## config.mk

```make
export PLATFORM = sky130hd
export DESIGN_NAME = data_pattern_gen_flat
export DESIGN_NICKNAME = d
export VERILOG_FILES = /design/src/rtl/data_pattern_gen_pkg.sv /design/src/rtl/data_pattern_gen_if.sv /design/src/rtl/data_pattern_gen_rst_stretch.sv /design/src/rtl/data_pattern_gen.sv /design/src/flat_wrapper.sv
export SDC_FILE = /design/constraint.sdc
export NUM_CORES = 1
export LEC_CHECK = 0
export ABC_AREA = 0
export BUFFER_PORTS_ARGS = -buffer_cell sky130_fd_sc_hd__buf_4
export CAP_MARGIN = 20
export CORE_MARGIN = 10
export CORE_UTILIZATION = 35
export DETAILED_ROUTE_END_ITERATION = 10
export PLACE_DENSITY = 0.59
export SLEW_MARGIN = 25
export SYNTH_ARGS = -nofsm -noshare
export SYNTH_HDL_FRONTEND = slang
export SYNTH_SLANG_ARGS = --single-unit
export TNS_END_PERCENT = 50
```

## constraint.sdc

```tcl
create_clock -name clk -period 2.7 [get_ports clk]
set_input_delay 0.27 -clock clk [delete_from_list [all_inputs] [get_ports clk]]
set_output_delay 0.27 -clock clk [all_outputs]
set_load 0.02 [all_outputs]
```

## src/rtl/data_pattern_gen_pkg.sv

```systemverilog
// Shared types and LFSR helper for the data pattern generator.
package patgen_pkg;

  typedef enum logic [1:0] {
    ST_HOLD = 2'd0,
    ST_IDLE = 2'd1,
    ST_RUN  = 2'd2
  } patgen_state_e;

  // Taps at bits 15,13,12,10 for x^16+x^14+x^13+x^11+1
  localparam logic [15:0] LFSR_TAPS    = 16'hB400;
  localparam logic [15:0] DEFAULT_SEED = 16'hACE1;

  function automatic logic [15:0] lfsr_next(input logic [15:0] d);
    return {d[14:0], ^(d & LFSR_TAPS)};
  endfunction

endpackage

```

## src/rtl/data_pattern_gen_if.sv

```systemverilog
// Burst request and word handshake bundle between the generator and its consumer.
interface data_pattern_gen_if #(
  parameter int DATA_W = 16
);
  logic              start;
  logic              mode;
  logic [7:0]        burst_len;
  logic              ready;
  logic [DATA_W-1:0] data;
  logic              valid;
  logic              busy;
  logic              done;

  modport master (
    input  start, mode, burst_len, ready,
    output data, valid, busy, done
  );

  modport slave (
    output start, mode, burst_len, ready,
    input  data, valid, busy, done
  );
endinterface

```

## src/rtl/data_pattern_gen_rst_stretch.sv

```systemverilog
// Holds rst_out high for RST_HOLD cycles after rst drops; hold_done marks the release edge.
module patgen_rst_stretch #(
  parameter int unsigned RST_HOLD = 16
) (
  input  logic clk,
  input  logic rst,
  output logic rst_out,
  output logic hold_done
);
  logic [7:0] cnt_q, cnt_d;
  logic       rst_out_q, rst_out_d;

  assign hold_done = rst_out_q && (cnt_q == 8'(RST_HOLD));
  assign rst_out   = rst_out_q;

  // Count low-reset cycles until the hold expires, then drop rst_out
  always_comb begin
    cnt_d     = cnt_q;
    rst_out_d = rst_out_q;
    if (hold_done) begin
      rst_out_d = 1'b0;
    end else if (rst_out_q) begin
      cnt_d = cnt_q + 8'd1;
    end else begin
      cnt_d = cnt_q;
    end
  end

  // State registers with synchronous reset
  always_ff @(posedge clk) begin
    if (rst) begin
      cnt_q     <= 8'd0;
      rst_out_q <= 1'b1;
    end else begin
      cnt_q     <= cnt_d;
      rst_out_q <= rst_out_d;
    end
  end
endmodule

```

## src/rtl/data_pattern_gen.sv

```systemverilog
// Stretched-reset source plus counter/LFSR burst generator on a valid/ready handshake.
// Define PATGEN_LFSR_EN to compile in the LFSR mode; otherwise every burst is counter mode.
module data_pattern_gen
  import patgen_pkg::*;
#(
  parameter int          DATA_W   = 16,
  parameter int unsigned RST_HOLD = 16,
  parameter logic [15:0] SEED     = DEFAULT_SEED
) (
  input  logic                clk,
  input  logic                rst,
  output logic                rst_out,
  data_pattern_gen_if.master  bus
);
  localparam logic [1:0] S_HOLD = ST_HOLD;
  localparam logic [1:0] S_IDLE = ST_IDLE;
  localparam logic [1:0] S_RUN  = ST_RUN;

  logic [1:0]        state_q, state_d;
  logic [DATA_W-1:0] word_q, word_d;
  logic [8:0]        rem_q, rem_d;
  logic              mode_q, mode_d;
  logic              valid_q, valid_d;
  logic              busy_q, busy_d;
  logic              done_q, done_d;
  logic              hold_done_s;
  logic              start_mode_s;
  logic [15:0]       seed_s;
  logic [DATA_W-1:0] next_word_s;

  patgen_rst_stretch #(.RST_HOLD(RST_HOLD)) u_rst_stretch (
    .clk       (clk),
    .rst       (rst),
    .rst_out   (rst_out),
    .hold_done (hold_done_s)
  );

`ifdef PATGEN_LFSR_EN
  assign start_mode_s = bus.mode;
  assign seed_s       = (SEED == 16'h0000) ? 16'h0001 : SEED;
  assign next_word_s  = mode_q ? lfsr_next(word_q) : (word_q + 16'd1);
`else
  logic unused_cfg_s;
  assign unused_cfg_s = ^{bus.mode, mode_q, SEED};
  assign start_mode_s = 1'b0;
  assign seed_s       = 16'h0000;
  assign next_word_s  = word_q + 16'd1;
`endif

  // Burst FSM: accept start in IDLE, advance on each handshake, pulse done after the last one
  always_comb begin
    state_d = state_q;
    word_d  = word_q;
    rem_d   = rem_q;
    mode_d  = mode_q;
    valid_d = valid_q;
    busy_d  = busy_q;
    done_d  = 1'b0;
    case (state_q)
      S_HOLD: begin
        if (hold_done_s) begin
          state_d = S_IDLE;
        end else begin
          state_d = S_HOLD;
        end
      end
      S_IDLE: begin
        if (bus.start) begin
          state_d = S_RUN;
          mode_d  = start_mode_s;
          rem_d   = (bus.burst_len == 8'd0) ? 9'd256 : {1'b0, bus.burst_len};
          word_d  = start_mode_s ? seed_s : 16'h0000;
          valid_d = 1'b1;
          busy_d  = 1'b1;
        end else begin
          state_d = S_IDLE;
        end
      end
      S_RUN: begin
        if (valid_q && bus.ready) begin
          word_d = next_word_s;
          rem_d  = rem_q - 9'd1;
          if (rem_q == 9'd1) begin
            state_d = S_IDLE;
            valid_d = 1'b0;
            busy_d  = 1'b0;
            done_d  = 1'b1;
          end else begin
            state_d = S_RUN;
          end
        end else begin
          state_d = S_RUN;
        end
      end
      default: begin
        state_d = S_HOLD;
        valid_d = 1'b0;
        busy_d  = 1'b0;
      end
    endcase
  end

  // State registers; reset abandons any burst without a done pulse
  always_ff @(posedge clk) begin
    if (rst) begin
      state_q <= S_HOLD;
      word_q  <= 16'h0000;
      rem_q   <= 9'd0;
      mode_q  <= 1'b0;
      valid_q <= 1'b0;
      busy_q  <= 1'b0;
      done_q  <= 1'b0;
    end else begin
      state_q <= state_d;
      word_q  <= word_d;
      rem_q   <= rem_d;
      mode_q  <= mode_d;
      valid_q <= valid_d;
      busy_q  <= busy_d;
      done_q  <= done_d;
    end
  end

  assign bus.data  = word_q;
  assign bus.valid = valid_q;
  assign bus.busy  = busy_q;
  assign bus.done  = done_q;
endmodule

```

## src/flat_wrapper.sv

```systemverilog
// flat-port wrapper written by rule: the top's interface ports become plain ports
module data_pattern_gen_flat import patgen_pkg::*;
#(
  parameter int          DATA_W   = 16,
  parameter int unsigned RST_HOLD = 16,
  parameter logic [15:0] SEED     = DEFAULT_SEED
)
  (clk, rst, rst_out, bus_start, bus_mode, bus_burst_len, bus_ready, bus_data, bus_valid, bus_busy, bus_done);
  data_pattern_gen_if #(.DATA_W(DATA_W)) bus_i ();
  input  logic clk;
  input  logic rst;
  output logic rst_out;
  input wire logic [$bits(bus_i.start)-1:0] bus_start;
  input wire logic [$bits(bus_i.mode)-1:0] bus_mode;
  input wire logic [$bits(bus_i.burst_len)-1:0] bus_burst_len;
  input wire logic [$bits(bus_i.ready)-1:0] bus_ready;
  output wire logic [$bits(bus_i.data)-1:0] bus_data;
  output wire logic [$bits(bus_i.valid)-1:0] bus_valid;
  output wire logic [$bits(bus_i.busy)-1:0] bus_busy;
  output wire logic [$bits(bus_i.done)-1:0] bus_done;
  assign bus_i.start = bus_start;
  assign bus_i.mode = bus_mode;
  assign bus_i.burst_len = bus_burst_len;
  assign bus_i.ready = bus_ready;
  assign bus_data = bus_i.data;
  assign bus_valid = bus_i.valid;
  assign bus_busy = bus_i.busy;
  assign bus_done = bus_i.done;
  data_pattern_gen #(.DATA_W(DATA_W), .RST_HOLD(RST_HOLD), .SEED(SEED)) u_core (.clk(clk), .rst(rst), .rst_out(rst_out), .bus(bus_i));
endmodule
```

==> results.cfg <==
[clocking]
clk_pin_slew_ns = 0.08
tritoncts.num_buffers = 5
cts.path.max_buffers = 2
cts_root_buffer = clkbuf_8
clock_sinks = 38
cts_setup_buffers = 0
htreeDepth = 2
hold_buffers = 0
cts-resized-gates = 0
clk_latency_ns = 0.29
cts_tree = yes

[synthesis]
synthesis.area_mm2 = 0.00199
syn_inst = 231
synth-edff-count = 0
synth_fp_nets = 249
synth.area.top_cells = dfxtp_1, a21oi_1, nor2_1, xor2_1, ha_1
synthSimpleGateAreaFrac_pct = 27.9
synth_area_leader_cell = dfxtp_1
synthArstFlopShare_pct = 0
synth_cell_types = 50
netlist.area_leader.share_pct = 38.2
synth_area_per_cell_um2 = 8.61
synth_top_family_by_area = simple AND/OR/NAND/NOR gates
synth_mux_area_share_pct = 1.01
yosys_warnings = 0
seq_area_frac_synth_pct = 38.2
synth_compound_area_share_pct = 19.4
synth_fa_ha_area_share_pct = 3.14
synth-seq-cells = 38
synthFlopType = dfxtp_1
synth_xor_area_share_pct = 5.28

[die]
num_io_pins = 33
die_x_um = 95.4
initial_utilization_pct = 36.1
die_h_um = 95.4
rows = 27
dieArea_mm2 = 0.00910
core_mm2 = 0.00551

[layout]
nets = 277
area_growth_syn_to_layout_pct = 17.9
n_antenna_cell = 0
fill_cells = 584
finalNonFillerCells = 332
layout-drive-gt1-share_pct = 18.1
finish.utilization_pct = 42.6

[critical_path]
crit_type = reg -> reg
cp-start-kind = flip-flop
arrival_ns = 2.16
critPathCaptureType = flip-flop
cp_max_fo = 11
worstPathRequired_ns = 2.89
reg2regPathDepth = 5

[global_route]
gr-total-overflow = 0
grt_pass1_vias = 1624
grt_start_max_net_pins = 25
antenna_found_initial = 0
grt_first_pass_wirelength_um = 7940
grt_usage_pct = 10.7

[routing]
drc = 0
wl_per_cell_um = 14.3
viasPerCell = 5.23
drtPass1Iterations = 4
wirelength_um = 4730
antenna_left = 0
drt_iter0_markers = 89
vias = 1735

[power]
p_per_area_mw_per_mm2 = 442
ir_drop_mv = 0.144
p_leak_nw = 0.944

[min_path]
whs_path_depth = 2
hold_class = in -> reg

[place]
gp_congestion = 0.772
dp_hpwl_um = 3430
port_buffers = 31
dp_cells = 324

[timing]
final-hold-violation-count = 0
max_freq_mhz = 507
worst_pin_slew_ns = 0.757
final.setup.tns_ns = 0
finalCritPeriodShare_pct = 73.0
rsz0062_at_grt = no
skew_ns = 0.00696
setup_violations = 0
slew_violations = 0
period_needed_ns = 1.97
max-slew-margin-rel_pct = 49.2

[flow_run]
drv_cap = 0

[outcome]
status = finished, final reports clean
-- logic make-up (layout without fill, tap and decap cells) --
family / count (synthesis) / count (layout)
AOI/OAI and AO/OA: 59 / 59
xor gates and xnor gates: 12 / 12
adders and majority gates: 5 / 5
buffers and inverters: 19 / 48
DFF: 38 / 38
muxes: 2 / 2
and+or+nand+nor: 96 / 96
-- state kept, by name (all words and copies together) (netlist names) --
signal	cells
u_core.bus.valid	1
u_core.rem_q	9
u_core.u_rst_stretch.rst_out	1
u_core.state_q	2
u_core.u_rst_stretch.cnt_q	8
u_core.bus.data	16
u_core.bus.done	1
-- where the power goes --
group          internal [W]  switching (W)
registers          0.000564     0.00000543
logic             0.0000212      0.0000248
clock network      0.000205       0.000216
total              0.000790       0.000246
-- cells in the mapped netlist, types with 2 or more instances --
library cell and number:
o21ai_0 9, or4_1 7, buf_2 2, nor2_1 24, nand2_1 14, o31ai_1 5
nand3_1 9, buf_6 3, o21ai_1 2, nor4b_1 2, a21oi_1 22, a211oi_1 3
nand2b_1 4, clkbuf_1 5, nor3_1 7, nand3b_1 2, xnor2_1 3, a21o_1 2
nand4_1 5, and3_1 6, and4_1 2, xor2_1 9, nor4_1 2, mux2i_1 2
dfxtp_1 38, a31oi_1 2, or3_1 3, inv_1 8, o21a_1 2, ha_1 5
o211ai_1 3
-- area by class of cell --
class | instances | area [um2] | area share (%)
multi-input cells | 174 | 1130 | 48.1
repair buffers | 32 | 240 | 10.2
flip-flops and latches | 38 | 761 | 32.4
clock buffers | 6 | 82.6 | 3.52
well taps | 72 | 90.1 | 3.84
inverters | 8 | 30.0 | 1.28
clock inverters | 2 | 12.5 | 0.534
-- final timing paths --
path / startpoint / to / slack (ns)
worst max-delay path: u_core.state_q[1] / u_core.rem_q[6] / 0.73
worst min-delay path: rst / u_core.u_rst_stretch.cnt_q[2] / 0.33
worst max register to register: u_core.state_q[1] / u_core.rem_q[6] / 0.73
worst min register to register: u_core.bus.data[15] / u_core.bus.data[15] / 0.49
-- routing by layer --
layer	part of all wire, %	vias up	wire [um]	GRT usage [%]
met1	47	805	2210	13.5
li1	-	898	-	-
met5	0	-	0	0
met4	1.2	0	58	3.69
met3	5.2	5	248	3.53
met2	47	27	2210	16.6
-- stage by stage --
stage	setup slack [ns]	total power [W]	hold WS, ns	cell area [um2]
2_1_floorplan	1.01	0.000605	0.349	1990
3_3_place_gp	0.738	0.000628	0.469	2250
3_5_place_dp	0.741	0.000629	0.480	2250
4_1_cts	0.713	0.00105	0.325	2340
5_1_grt	0.573	0.00108	0.327	2340
6_report	0.728	0.00104	0.325	2340
-- worst max-delay path, stage by stage (launching register included) --
cell     delay [ns]
dfxtp_1        0.55
and3b_1        0.36
nor2_1         0.42
buf_4          0.24
a21oi_1        0.05
o221a_2        0.25
-- placed cells by master, fill, tap and decap left out, drive strengths merged, types with 2 or more instances in the layout --
cell,instances
dfxtp,38
buf,32
nor2,24
a21oi,22
nand2,14
o21ai,12
xor2,9
nand3,9
inv,8
nor3,7
or4,7
and3,6
clkbuf,6
nand4,5
o31ai,5
ha,5
nand2b,4
a211oi,3
xnor2,3
o211ai,3
or3,3
nand3b,3
a21o,3
nor4,2
nor4b,2
mux2i,2
and4,2
a31oi,2
o21a,2
(Power assumes the default switching activity.)
